`src/rtl/lcd_char_writer.sv`:
```
// Streams NUM_CHARS bytes from the character ROM to an HD44780 LCD (8-bit mode) after power-on init.
// Optional LCD_TWO_LINE_EN: 2-line function set, up to 32 chars, 0xC0 line-2 home before char 16.
module lcd_char_writer #(
    parameter int INIT_WAIT_CYC  = 750000,
    parameter int SETUP_CYC      = 4,
    parameter int E_PULSE_CYC    = 12,
    parameter int CMD_WAIT_CYC   = 2500,
    parameter int CLEAR_WAIT_CYC = 82000,
    parameter int NUM_CHARS      = 16
) (
    input  logic       clk,
    input  logic       rst,
    input  logic       start,
    output logic [4:0] char_addr,
    input  logic [7:0] char_data,
    output logic       busy,
    output logic       done,
    output logic       lcd_rs,
    output logic       lcd_rw,
    output logic       lcd_e,
    output logic [7:0] lcd_data,
    output logic [2:0] dbg_state
);

`ifdef LCD_TWO_LINE_EN
    localparam int         MAX_CHARS = 32;
    localparam logic [7:0] FUNC_SET  = 8'h38;
`else
    localparam int         MAX_CHARS = 16;
    localparam logic [7:0] FUNC_SET  = 8'h30;
`endif

    localparam int NCH = (NUM_CHARS > MAX_CHARS) ? MAX_CHARS : ((NUM_CHARS < 1) ? 1 : NUM_CHARS);

    localparam int M1      = (INIT_WAIT_CYC > CLEAR_WAIT_CYC) ? INIT_WAIT_CYC : CLEAR_WAIT_CYC;
    localparam int M2      = (M1 > CMD_WAIT_CYC) ? M1 : CMD_WAIT_CYC;
    localparam int M3      = (M2 > E_PULSE_CYC) ? M2 : E_PULSE_CYC;
    localparam int MAX_CYC = (M3 > SETUP_CYC) ? M3 : SETUP_CYC;
    localparam int CW      = $clog2(MAX_CYC + 1);

    typedef enum logic [2:0] {
        PWR_WAIT, INIT, IDLE, HOME, CHAR, LINE2, DONE
    } state_t;

    // LOAD is the one cycle where char_addr has settled and the byte is captured.
    typedef enum logic [1:0] {
        PH_LOAD, PH_SETUP, PH_PULSE, PH_HOLD
    } phase_t;

    state_t        state, state_nxt;
    phase_t        phase, phase_nxt;
    logic [CW-1:0] cnt, cnt_nxt;
    logic [1:0]    init_idx, init_idx_nxt;
    logic [4:0]    char_addr_nxt;
    logic          busy_nxt, done_nxt, pending, pending_nxt;
    logic          lcd_rs_nxt, lcd_e_nxt;
    logic [7:0]    lcd_data_nxt;

    logic [7:0]    wr_byte;
    logic          wr_rs;
    logic          is_wr;
    logic          wr_done;
    logic [CW-1:0] hold_last;

    // Handshake: start is a one-cycle request; busy stays high from acceptance
    // until done pulses, and requests seen while busy collapse into one pending refresh.
    assign lcd_rw    = 1'b0;
    assign dbg_state = state;

    always_ff @(posedge clk) begin
        if (rst) begin
            state     <= PWR_WAIT;
            phase     <= PH_LOAD;
            cnt       <= '0;
            init_idx  <= '0;
            char_addr <= '0;
            lcd_rs    <= 1'b0;
            lcd_e     <= 1'b0;
            lcd_data  <= 8'h00;
            busy      <= 1'b1;
            done      <= 1'b0;
            pending   <= 1'b0;
        end else begin
            state     <= state_nxt;
            phase     <= phase_nxt;
            cnt       <= cnt_nxt;
            init_idx  <= init_idx_nxt;
            char_addr <= char_addr_nxt;
            lcd_rs    <= lcd_rs_nxt;
            lcd_e     <= lcd_e_nxt;
            lcd_data  <= lcd_data_nxt;
            busy      <= busy_nxt;
            done      <= done_nxt;
            pending   <= pending_nxt;
        end
    end

    always_comb begin
        wr_byte = 8'h00;
        wr_rs   = 1'b0;
        case (state)
            INIT: begin
                case (init_idx)
                    2'd0:    wr_byte = FUNC_SET;
                    2'd1:    wr_byte = 8'h0C;
                    2'd2:    wr_byte = 8'h06;
                    default: wr_byte = 8'h01;
                endcase
            end
            HOME:    wr_byte = 8'h80;
            LINE2:   wr_byte = 8'hC0;
            CHAR: begin
                wr_byte = char_data;
                wr_rs   = 1'b1;
            end
            default: wr_byte = 8'h00;
        endcase
    end

    assign is_wr     = (state == INIT) || (state == HOME) || (state == CHAR) || (state == LINE2);
    assign hold_last = (lcd_data == 8'h01) ? CW'(CLEAR_WAIT_CYC - 1) : CW'(CMD_WAIT_CYC - 1);
    assign wr_done   = is_wr && (phase == PH_HOLD) && (cnt == hold_last);

    always_comb begin
        state_nxt     = state;
        phase_nxt     = phase;
        cnt_nxt       = cnt;
        init_idx_nxt  = init_idx;
        char_addr_nxt = char_addr;
        lcd_rs_nxt    = lcd_rs;
        lcd_e_nxt     = lcd_e;
        lcd_data_nxt  = lcd_data;
        busy_nxt      = busy;
        done_nxt      = 1'b0;
        pending_nxt   = pending | (start & (busy | (state == DONE)));

        if (is_wr) begin
            case (phase)
                PH_LOAD: begin
                    lcd_data_nxt = wr_byte;
                    lcd_rs_nxt   = wr_rs;
                    phase_nxt    = PH_SETUP;
                    cnt_nxt      = '0;
                end
                PH_SETUP: begin
                    if (cnt == CW'(SETUP_CYC - 1)) begin
                        phase_nxt = PH_PULSE;
                        cnt_nxt   = '0;
                        lcd_e_nxt = 1'b1;
                    end else begin
                        cnt_nxt = cnt + CW'(1);
                    end
                end
                PH_PULSE: begin
                    if (cnt == CW'(E_PULSE_CYC - 1)) begin
                        phase_nxt = PH_HOLD;
                        cnt_nxt   = '0;
                        lcd_e_nxt = 1'b0;
                    end else begin
                        cnt_nxt = cnt + CW'(1);
                    end
                end
                default: begin
                    if (wr_done) begin
                        phase_nxt = PH_LOAD;
                        cnt_nxt   = '0;
                    end else begin
                        cnt_nxt = cnt + CW'(1);
                    end
                end
            endcase
        end

        case (state)
            PWR_WAIT: begin
                if (cnt == CW'(INIT_WAIT_CYC - 1)) begin
                    state_nxt    = INIT;
                    phase_nxt    = PH_LOAD;
                    cnt_nxt      = '0;
                    init_idx_nxt = 2'd0;
                end else begin
                    cnt_nxt = cnt + CW'(1);
                end
            end
            INIT: begin
                if (wr_done) begin
                    if (init_idx == 2'd3) begin
                        state_nxt = IDLE;
                        busy_nxt  = 1'b0;
                    end else begin
                        init_idx_nxt = init_idx + 2'd1;
                    end
                end
            end
            IDLE: begin
                if (start || pending) begin
                    state_nxt   = HOME;
                    busy_nxt    = 1'b1;
                    pending_nxt = 1'b0;
                end
            end
            HOME: begin
                if (wr_done) begin
                    state_nxt     = CHAR;
                    char_addr_nxt = 5'd0;
                end
            end
            CHAR: begin
                if (wr_done) begin
                    if (char_addr == 5'(NCH - 1)) begin
                        state_nxt     = DONE;
                        done_nxt      = 1'b1;
                        busy_nxt      = 1'b0;
                        char_addr_nxt = 5'd0;
`ifdef LCD_TWO_LINE_EN
                    end else if ((NCH > 16) && (char_addr == 5'd15)) begin
                        // Address moves now so it is settled long before the next capture.
                        state_nxt     = LINE2;
                        char_addr_nxt = 5'd16;
`endif
                    end else begin
                        char_addr_nxt = char_addr + 5'd1;
                    end
                end
            end
            LINE2: begin
                if (wr_done) begin
                    state_nxt = CHAR;
                end
            end
            DONE: begin
                state_nxt = IDLE;
            end
            default: begin
                state_nxt = PWR_WAIT;
            end
        endcase
    end

endmodule

```
`config.mk`:
```
export PLATFORM = sky130hd
export DESIGN_NAME = lcd_char_writer
export DESIGN_NICKNAME = d
export VERILOG_FILES = /design/src/rtl/lcd_char_writer.sv
export SDC_FILE = /design/constraint.sdc
export NUM_CORES = 1
export LEC_CHECK = 0
export ABC_AREA = 1
export BUFFER_PORTS_ARGS = -buffer_cell sky130_fd_sc_hd__buf_2
export CAP_MARGIN = 30
export CORE_MARGIN = 1
export CORE_UTILIZATION = 42
export DETAILED_ROUTE_END_ITERATION = 8
export PLACE_DENSITY = 0.67
export RECOVER_POWER = 100
export SLEW_MARGIN = 40
export SYNTH_ARGS = -nofsm -noshare
export SYNTH_HDL_FRONTEND = slang
export SYNTH_SLANG_ARGS = --single-unit
```
`constraint.sdc`:
```
create_clock -name clk -period 1.63 [get_ports clk]
set_input_delay 0.2445 -clock clk [delete_from_list [all_inputs] [get_ports clk]]
set_output_delay 0.2445 -clock clk [all_outputs]
set_load 0.01 [all_outputs]
```
==> results of run 1 <==
[what timing repair did]
| item | CTS | global route |
|---|---|---|
| pin swaps | 12 | 13 |
| hold buffers | 0 | 0 |
| setup endpoints to repair | 33 | 40 |
| buffers inserted | 4 | 6 |
| resized for setup | 20 | 57 |
[metrics by stage]
step / TNS [ns] / std cells / util [%]
after floorplan: 0 / 422 / -
after global placement: -1.20 / 572 / 54.2
after detailed placement: -2.77 / 572 / 54.2
after CTS: -0.142 / 584 / 57.1
after global routing: -3.35 / 590 / 60.4
final: -0.134 / 590 / 60.4
[flip-flops by register name, indices dropped and copies added, names as in the netlist]
register,count
done,1
cnt,20
busy,1
init_idx,2
char_addr,5
pending,1
phase,2
lcd_rs,1
lcd_e,1
dbg_state,3
lcd_data,8
[final cells by class]
class / instances / area [um^2]
flip-flops and latches: 45 / 930
well taps: 75 / 93.8
multi-input cells: 315 / 1760
clock inverters: 2 / 10.0
fillers: 586 / 2410
inverters: 55 / 206
repair buffers: 92 / 606
clock buffers: 6 / 72.6
[layout by cell type, fill, tap and decap left out, types with 4 or more instances in the layout]
| cell type | Yosys | final |
|---|---|---|
| nand2_1 | 97 | 83 |
| nor2_1 | 92 | 76 |
| buf_4 | 2 | 61 |
| inv_1 | 53 | 50 |
| dfxtp_1 | 45 | 28 |
| nand3_1 | 25 | 21 |
| buf_2 | 1 | 19 |
| a21oi_1 | 16 | 16 |
| nand2_2 | 4 | 15 |
| xor2_1 | 15 | 15 |
| dfxtp_2 | 0 | 14 |
| nor2_2 | 3 | 12 |
| clkbuf_1 | 2 | 12 |
| nand4_1 | 10 | 10 |
| o21ai_0 | 10 | 10 |
| nor2_4 | 1 | 8 |
| nor3_1 | 11 | 8 |
| a31oi_1 | 7 | 7 |
| nand3_2 | 3 | 5 |
| ha_1 | 7 | 5 |
| clkbuf_8 | 1 | 5 |
| inv_2 | 1 | 4 |
[how the worst min path moves through the flow]
| stage | end | slack, ns | cells past startpoint |
|---|---|---|---|
| 6_report | lcd_data[1] | 0.21 | 3 |
| 5_1_grt | lcd_data[3] | 0.21 | 3 |
| 4_1_cts | lcd_data[1] | 0.21 | 3 |
| 3_5_place_dp | char_addr[4] | 0.45 | 2 |
| 3_3_place_gp | char_addr[4] | 0.46 | 2 |
| 2_1_floorplan | lcd_data[0] | 0.41 | 2 |
[power groups by stage]
stage	Sequential [mW]	Combinational (mW)	Clock [mW]
detailed placement	1.46	2.22	0
finish	1.46	2.47	0.672
floorplan	1.51	1.40	0
global route	1.49	2.75	0.738
global placement	1.45	2.18	0
CTS	1.45	2.26	0.697
[cell families after synthesis]
group	synth area share [%]
adders and majority gates	3.21
buffers and inverters	9.50
AOI/OAI and AO/OA	9.14
other	0.138
DFF	33.1
and+or+nand+nor	39.8
xor gates and xnor gates	5.14
[metal layers]
metal | vias to the layer above | GRT usage (%)
li1 | 1515 | -
met1 | 1335 | 28.5
met2 | 61 | 36.9
met3 | 11 | 3.74
met4 | 0 | 5.34
met5 | - | 0
[worst reg2reg max path, stage by stage, from the launching register on]
cell	delay, ns
dfxtp_1	0.35
inv_1	0.09
nand2_1	0.09
nor2_1	0.17
nand3_2	0.12
nor2_4	0.11
nand3_4	0.14
o21bai_4	0.23
nand2_2	0.09
nand2_1	0.07
nand2_1	0.05
nor2_1	0.10
==> results.py, run 1 <==
metrics = {
    "status": {
        "status": "finished, violations left",
        "violations": "setup timing",
    },
    "synth": {
        "yosys-top-cells-count": "97 x nand2_1, 92 x nor2_1, 53 x inv_1, 45 x dfxtp_1, 25 x nand3_1",
        "syn_nets": 440,
        "synth_top_area_share_pct": 33.1,
        "syn_area_um2": 2730,
        "synth_cell_types": 37,
        "ys_seq_area_share_pct": 33.1,
        "async_flop_share_pct": 0,
        "syn_avg_cell_area_um2": 6.46,
        "synth_cells": 422,
        "ys_top_cells_by_area": "dfxtp_1 33%, nand2_1 13%, nor2_1 13%, inv_1 7.3%, xor2_1 4.8%",
        "synth_most_common_cell": "nand2_1",
        "ys_warn_count": 0,
        "synth_area_leader_cell": "dfxtp_1",
        "ys_ff_latch": 45,
        "ys.flop_type": "dfxtp_1",
        "synth-edff-count": 0,
    },
    "global_route": {
        "grtUsageTotal_pct": 21.8,
        "grt_overflow": 0,
        "grt_pass1_wl_mm": 11.3,
        "grt_antenna_before_repair": 0,
        "grt_pass1_vias": 2490,
        "grt_start_max_net_pins": 19,
    },
    "worst_setup_path": {
        "worstSetupPathDepth": 11,
        "crit_type": "flip-flop to flip-flop",
        "cpMostUsedCell": "nand2_1",
        "r2r_cells": 11,
        "cp_max_fo": 7,
        "crit_end": "dbg_state[0]",
        "crit_family": "simple AND/OR/NAND/NOR gates",
        "critPathArrivalTime_ns": 1.91,
        "regToRegStartpoint": "cnt[12]",
        "critical_path.startpoint": "cnt[12]",
        "r2r-end": "dbg_state[0]",
        "end_kind": "flip-flop",
        "slowest_stage": "dfxtp_1",
        "path_cells": "inv_1, nand2_1, nor2_1, nand3_2, nor2_4, nand3_4, o21bai_4, nand2_2, nand2_1, nand2_1, nor2_1",
        "cp_num_buf_inv": 1,
        "slowest_delay_ns": 0.35,
        "cp-start-kind": "flip-flop",
        "crit_required_ns": 1.87,
        "rrSetupSlack_ns": -0.04,
    },
    "routing": {
        "drtIter0Drc": 124,
        "wl_per_cell_um": 12.6,
        "wl_met1_mm": 3.44,
        "drtPass1Iterations": 4,
        "drc": 0,
        "vias": 2922,
        "highest_layer": "met4",
        "detail-route-antenna-nets": 0,
        "viasPerCell": 4.95,
        "routed_wl_mm": 7.41,
        "met3WireLength_um": 320,
        "met2_length_mm": 3.55,
    },
    "timing": {
        "max_freq_mhz": 599,
        "finalHoldViolCount": 0,
        "fin_crit_ns": 1.67,
        "whs_ns": 0.212,
        "slew_violations": 0,
        "fin_skew_ns": 0.00876,
        "finalSetupViolCount": 7,
        "setup_slack_ns": -0.0387,
        "finalCritPeriodShare_pct": 102,
        "rsz0062_at_grt": "yes",
    },
    "clock_network": {
        "cts_buffers": 5,
        "htree_levels": 2,
        "clock_latency_ns": 0.29,
        "clkTransAtPathRegs_ns": 0.09,
        "clockRootBuffer": "clkbuf_8",
        "clockBufferDepth": 2,
        "cts.sinks": 45,
        "cts_tree": "yes",
    },
    "floorplanning": {
        "die_x_um": 82.6,
        "die-area_um2": 6810,
        "num_rows": 28,
        "start_util_pct": 44.7,
        "core_um2": 6100,
        "io_pins": 32,
        "fp.dieH_um": 82.6,
    },
    "flow_run": {
        "max_cap_viol_count": 0,
    },
    "cells_and_area": {
        "drive_gt1_share_pct": 32.0,
        "final_area_um2": 3680,
        "synthToLayoutAreaGrowth_pct": 35.1,
        "nets": 532,
        "antenna_cells": 0,
    },
    "placed_design": {
        "dpl_cell_area_um2": 3310,
        "dp_hpwl_mm": 5.48,
        "place_ws_ns": -0.148,
        "port_buffers": 30,
        "place.gp.congestion": 0.882,
    },
    "hold_path": {
        "min_from": "char_data[1]",
        "hp-class": "primary input to flip-flop",
    },
    "pwr": {
        "power.density_nw_per_um2": 1250,
        "p_leak_nw": 1.64,
        "comb_power_share_pct": 53.6,
        "power_switching_mw": 2.02,
        "p_int_mw": 2.58,
        "p_total_mw": 4.61,
        "pwr-share-clk_pct": 14.6,
        "p_seq_share_pct": 31.8,
        "swShare_pct": 43.9,
        "peakVddDrop_mv": 0.992,
    },
}
(Power assumes the default switching activity.)
==> run 2: changes to the inputs <==
--- a/config.mk
+++ b/config.mk
@@ -11,7 +11,7 @@
 export CORE_MARGIN = 1
 export CORE_UTILIZATION = 42
 export DETAILED_ROUTE_END_ITERATION = 8
-export PLACE_DENSITY = 0.67
+export PLACE_DENSITY = 0.65
 export RECOVER_POWER = 100
 export SLEW_MARGIN = 40
 export SYNTH_ARGS = -nofsm -noshare
==> constraint.sdc (replaced) <==
create_clock -name clk -period 1.94 [get_ports clk]
set_input_delay 0.291 -clock clk [delete_from_list [all_inputs] [get_ports clk]]
set_output_delay 0.291 -clock clk [all_outputs]
set_load 0.01 [all_outputs]
==> run 2 against run 1 <==
The run now ends clean. Sequential power decreased by 15%. Non-clock buffer count is 55 lower. Die area stayed put. Largest cell class unchanged. Highest routed layer unchanged.
==> results.py, run 2 (synthesis gave the netlist of run 1 again) <==
metrics = {
    "status": {
        "status": "completed",
    },
    "worst_setup_path": {
        "slowest_stage": "dfxtp_1",
        "r2r-end": "dbg_state[0]",
        "r2r_cells": 11,
        "end_kind": "flip-flop",
        "crit_type": "flip-flop to flip-flop",
        "critPathArrivalTime_ns": 2.05,
        "path_cells": "nor2_2, nand3_1, nor2_1, nand3_1, nand2_1, nand2_1, a21oi_4, nand2_2, nand2_1, nand2_1, nor2_1",
        "cp_num_buf_inv": 0,
        "cpMostUsedCell": "nand2_1",
        "crit_family": "simple AND/OR/NAND/NOR gates",
        "crit_required_ns": 2.18,
        "regToRegStartpoint": "cnt[9]",
        "rrSetupSlack_ns": 0.13,
        "cp_max_fo": 6,
        "slowest_delay_ns": 0.41,
        "cp-start-kind": "flip-flop",
    },
    "routing": {
        "viasPerCell": 5.05,
        "drtIter0Drc": 173,
        "wl_per_cell_um": 12.4,
        "drc": 0,
        "vias": 2707,
        "detail-route-antenna-nets": 0,
        "routed_wl_mm": 6.65,
        "drtPass1Iterations": 4,
    },
    "hold_path": {
        "hp-class": "primary input to flip-flop",
        "min_from": "char_data[2]",
        "min_to": "lcd_data[2]",
        "min_path_cells": 3,
    },
    "clock_network": {
        "cts_buffers": 5,
        "post_cts_buffers": 0,
        "clock_latency_ns": 0.29,
        "cts.sinks": 45,
        "clkTransAtPathRegs_ns": 0.09,
        "cts_tree": "yes",
        "clockRootBuffer": "clkbuf_8",
        "clockBufferDepth": 2,
        "cts_hold_buf": 0,
        "htree_levels": 2,
    },
    "global_route": {
        "grtUsageTotal_pct": 20.7,
        "grt_pass1_vias": 2422,
        "grt_start_max_net_pins": 19,
        "grt_overflow": 0,
        "grt_antenna_before_repair": 0,
        "grt_pass1_wl_mm": 11.0,
    },
    "timing": {
        "setup_slack_ns": 0.127,
        "slew_violations": 0,
        "finalSetupViolCount": 0,
        "fin_crit_ns": 1.81,
        "finalCritPeriodShare_pct": 93.5,
        "rsz0062_at_grt": "no",
        "worst_slew_pin_slew_ns": 0.582,
        "finalHoldViolCount": 0,
        "setup_tns_ns": 0,
        "fin_skew_ns": 0.00713,
        "max_freq_mhz": 552,
        "relSlewSlack_pct": 61.1,
    },
    "cells_and_area": {
        "final_util_pct": 50.5,
        "final_area_um2": 3080,
        "nFillCells": 645,
        "largest_register_ffs": 20,
        "multi_input_comb_area_um2": 1610,
        "nets": 478,
        "final_common_cell": "nand2_1",
        "antenna_cells": 0,
        "ff_latch_area_um2": 907,
        "fin_cells": 536,
        "drive_gt1_share_pct": 11.3,
        "regMostFlops": "cnt",
        "reg_top3": "cnt x20, lcd_data x8, char_addr x5",
        "synthToLayoutAreaGrowth_pct": 13.0,
        "layout_common_cells": "98 x nand2_1, 86 x nor2_1, 53 x inv_1",
    },
    "placed_design": {
        "place.gp.congestion": 0.924,
        "dpl_cell_area_um2": 2970,
        "dp_cells": 527,
        "port_buffers": 30,
        "place_ws_ns": 0.0680,
        "dp_hpwl_mm": 5.05,
    },
    "floorplanning": {
        "io_pins": 32,
        "start_util_pct": 44.7,
        "core_um2": 6100,
        "num_rows": 28,
        "die-area_um2": 6810,
        "die_x_um": 82.6,
        "fp.dieH_um": 82.6,
    },
    "flow_run": {
        "max_cap_viol_count": 0,
    },
    "pwr": {
        "p_leak_nw": 1.28,
        "peakVddDrop_mv": 0.860,
        "power.density_nw_per_um2": 1140,
    },
}
[run 2: changes by cell type in the layout (fill, tap and decap cells not counted), moves of 4 or more]
cell | previous run | this run
nand3_1 | 21 | 25
clkbuf_1 | 12 | 23
dfxtp_2 | 14 | 5
nor2_4 | 8 | 2
nor2_1 | 76 | 86
dfxtp_1 | 28 | 40
nand2_1 | 83 | 98
buf_4 | 61 | 7
nor2_2 | 12 | 8
nand2_2 | 15 | 3
buf_2 | 19 | 10
[run 2: layout make-up]
| cell class | count | area share, % |
|---|---|---|
| sequential | 45 | 29.5 |
| clock buffer | 8 | 2.60 |
| inverter | 55 | 6.70 |
| multi-input combinational | 316 | 52.4 |
| timing repair buffer | 37 | 5.77 |
| tap | 75 | 3.05 |
[run 2: through the flow]
step	hold WS (ns)	power, mW
floorplan	0.457	2.44
global placement	0.468	2.86
detailed placement	0.461	2.88
CTS	0.262	3.45
global route	0.267	3.80
finish	0.265	3.50
[run 2: worst max path at each step]
stage,from,endpoint,slack [ns],cells after the start
after floorplan,cnt[1],init_idx[0],0.35,11
after global placement,cnt[1],busy,0.12,10
after detailed placement,cnt[1],dbg_state[0],0.07,11
after CTS,cnt[1],dbg_state[0],0.05,11
after global routing,cnt[6],init_idx[0],0.001,10
final,cnt[9],dbg_state[0],0.13,11
[run 2: tightest hold or removal path: stages]
cell and delay [ns]:
buf_2 0.10, nand2_1 0.05, a31oi_1 0.07
[run 2: repair_timing]
action                                  4_1_cts  5_1_grt
endpoints found under the setup margin        0       29
hold endpoints to repair                      0        0
gates resized for setup                       0       16
[run 2: routing by layer]
layer / vias to the layer above / part of all wire [%] / global-route usage [%]
met4: 0 / 1.1 / 4.48
met2: 56 / 46 / 33.5
met5: - / 0 / 0
li1: 1405 / - / -
met3: 10 / 3.8 / 4.29
met1: 1236 / 50 / 28.1
[run 2: where the power goes]
part           switching (mW)  internal, mW
Combinational            1.11         0.583
Clock                   0.321         0.257
Sequential              0.156          1.08
Total                    1.58          1.92
==> run 3: changes to the inputs <==
--- a/config.mk
+++ b/config.mk
@@ -9,9 +9,9 @@
 export BUFFER_PORTS_ARGS = -buffer_cell sky130_fd_sc_hd__buf_2
 export CAP_MARGIN = 30
 export CORE_MARGIN = 1
-export CORE_UTILIZATION = 42
+export CORE_UTILIZATION = 59
 export DETAILED_ROUTE_END_ITERATION = 8
-export PLACE_DENSITY = 0.65
+export PLACE_DENSITY = 0.85
 export RECOVER_POWER = 100
 export SLEW_MARGIN = 40
 export SYNTH_ARGS = -nofsm -noshare
==> run 3 against run 2 <==
Utilization is 18 points higher. Flip-flop and latch count stayed put. Count of clock-buffer cells in the layout decreased by 2. Register-to-register slack better by 0.02 ns. Power shrank 3.2%. Sequential share of layout area rose by 0.80 points. First-iteration DRC count increased by 9.2%. Clock power is 3% lower. Critical path depth did not move. Worst hold slack about the same. Design area shrank 2.6%. Non-clock buffer count decreased by 4. Critical endpoint unchanged.
==> results.py, run 3 (synthesis gave the netlist of run 1 again) <==
metrics = {
    "routing": {
        "wl_met1_mm": 3.02,
        "met3WireLength_um": 358,
        "highest_layer": "met4",
        "drtIter0Drc": 189,
        "vias": 2690,
        "drtPass1Iterations": 5,
        "viasPerCell": 5.30,
        "met2_length_mm": 2.88,
        "detail-route-antenna-nets": 0,
        "wl_per_cell_um": 12.5,
        "routed_wl_mm": 6.35,
        "drc": 0,
    },
    "cells_and_area": {
        "nets": 473,
        "reg_top3": "cnt x20, lcd_data x8, char_addr x5",
        "nFillCells": 405,
        "final_common_cell": "nand2_1",
        "final_util_pct": 68.4,
        "final_area_um2": 3000,
        "drive_gt1_share_pct": 10.7,
        "fin_cells": 508,
        "synthToLayoutAreaGrowth_pct": 10.0,
        "antenna_cells": 0,
        "layout_common_cells": "97 x nand2_1, 88 x nor2_1, 53 x inv_1",
        "largest_register_ffs": 20,
        "regMostFlops": "cnt",
    },
    "clock_network": {
        "cts_hold_buf": 0,
        "clock_latency_ns": 0.29,
        "post_cts_buffers": 0,
        "htree_levels": 2,
        "clockRootBuffer": "clkbuf_8",
        "ctsResizeCount": 0,
        "cts_buffers": 5,
        "clockBufferDepth": 2,
        "clkTransAtPathRegs_ns": 0.09,
        "cts.sinks": 45,
        "cts_tree": "yes",
    },
    "worst_setup_path": {
        "crit_required_ns": 2.18,
        "critPathArrivalTime_ns": 2.03,
        "crit_family": "simple AND/OR/NAND/NOR gates",
        "cp_num_buf_inv": 0,
        "path_cells": "ha_4, nand2_1, nor2_1, nand3_1, nor2_2, nand3_4, o21bai_4, nand2_2, nand2_1, nand2_1, nor2_1",
        "cpMostUsedCell": "nand2_1",
        "slowest_stage": "dfxtp_1",
        "cp_max_fo": 7,
        "slowest_delay_ns": 0.40,
        "end_kind": "flip-flop",
        "cp-start-kind": "flip-flop",
        "crit_type": "flip-flop to flip-flop",
    },
    "pwr": {
        "power.density_nw_per_um2": 1130,
        "p_leak_nw": 1.27,
        "peakVddDrop_mv": 0.728,
    },
    "timing": {
        "finalCritPeriodShare_pct": 92.4,
        "max_freq_mhz": 558,
        "slew_violations": 0,
        "finalHoldViolCount": 0,
        "finalSetupViolCount": 0,
        "setup_tns_ns": 0,
        "fin_crit_ns": 1.79,
        "fin_skew_ns": 0.00826,
    },
    "floorplanning": {
        "num_rows": 24,
        "start_util_pct": 62.2,
        "io_pins": 32,
        "die-area_um2": 4890,
        "die_x_um": 70.0,
        "core_um2": 4380,
        "fp.dieH_um": 70.0,
    },
    "global_route": {
        "grt_start_max_net_pins": 20,
        "grt_pass1_wl_mm": 10.7,
        "grt_antenna_before_repair": 0,
        "grtUsageTotal_pct": 26.3,
        "grt_overflow": 0,
        "grt_pass1_vias": 2510,
    },
    "placed_design": {
        "dp_cells": 500,
        "port_buffers": 30,
        "dpl_cell_area_um2": 2910,
        "dp_hpwl_mm": 4.75,
        "place.gp.congestion": 0.966,
    },
    "status": {
        "status": "completed",
    },
    "flow_run": {
        "max_cap_viol_count": 0,
    },
    "hold_path": {
        "hp-class": "primary input to flip-flop",
    },
}
[run 3: cell types whose count changed in the layout (fill, tap and decap cells not counted), sizes merged]
cell	before	now
clkbuf	28	25
buf	17	14
clkinv	1	3
nand2	103	102
[run 3: worst paths after layout]
kind	depth (start not counted)	start	slack, ns	endpoint
setup / recovery	11	cnt[0]	0.15	dbg_state[0]
hold / removal	3	char_data[1]	0.26	lcd_data[1]
setup reg to reg	11	cnt[0]	0.15	dbg_state[0]
hold reg to reg	2	char_addr[4]	0.47	char_addr[4]
[run 3: routing by layer]
metal / GRT usage, % / vias up
met3: 4.47 / 12
li1: - / 1395
met2: 42.6 / 85
met1: 36.1 / 1198
met4: 7.33 / 0
met5: 0 / -
[run 3: metrics by stage]
| step | hold slack [ns] | total power, mW | worst slack, ns |
|---|---|---|---|
| floorplan | 0.457 | 2.44 | 0.354 |
| global placement | 0.454 | 2.79 | 0.136 |
| detailed placement | 0.459 | 2.83 | 0.0951 |
| CTS | 0.261 | 3.38 | 0.0749 |
| global route | 0.282 | 3.66 | -0.0327 |
| finish | 0.265 | 3.39 | 0.148 |
[run 3: worst min-delay path: cells and delay by family]
kind                   cells  cell delay [ns]
AO/OA/AOI/OAI              1             0.07
AND/OR/NAND/NOR            1             0.05
buffers and inverters      1             0.09
[run 3: power breakdown]
group          leakage (nW)  switching [mW]  internal, mW
sequential            0.368           0.173          1.08
combinational         0.854            1.03         0.546
clock                0.0450           0.310         0.250
[run 3: layout make-up]
cell class	instances	area [um^2]	share of cell area (%)
clock buffers	6	72.6	2.42
clock inverters	2	10.0	0.334
inverters	55	206	6.89
multi-input cells	315	1590	53.0
flip-flops and latches	45	907	30.3
well taps	52	65.1	2.17
repair buffers	33	149	4.97
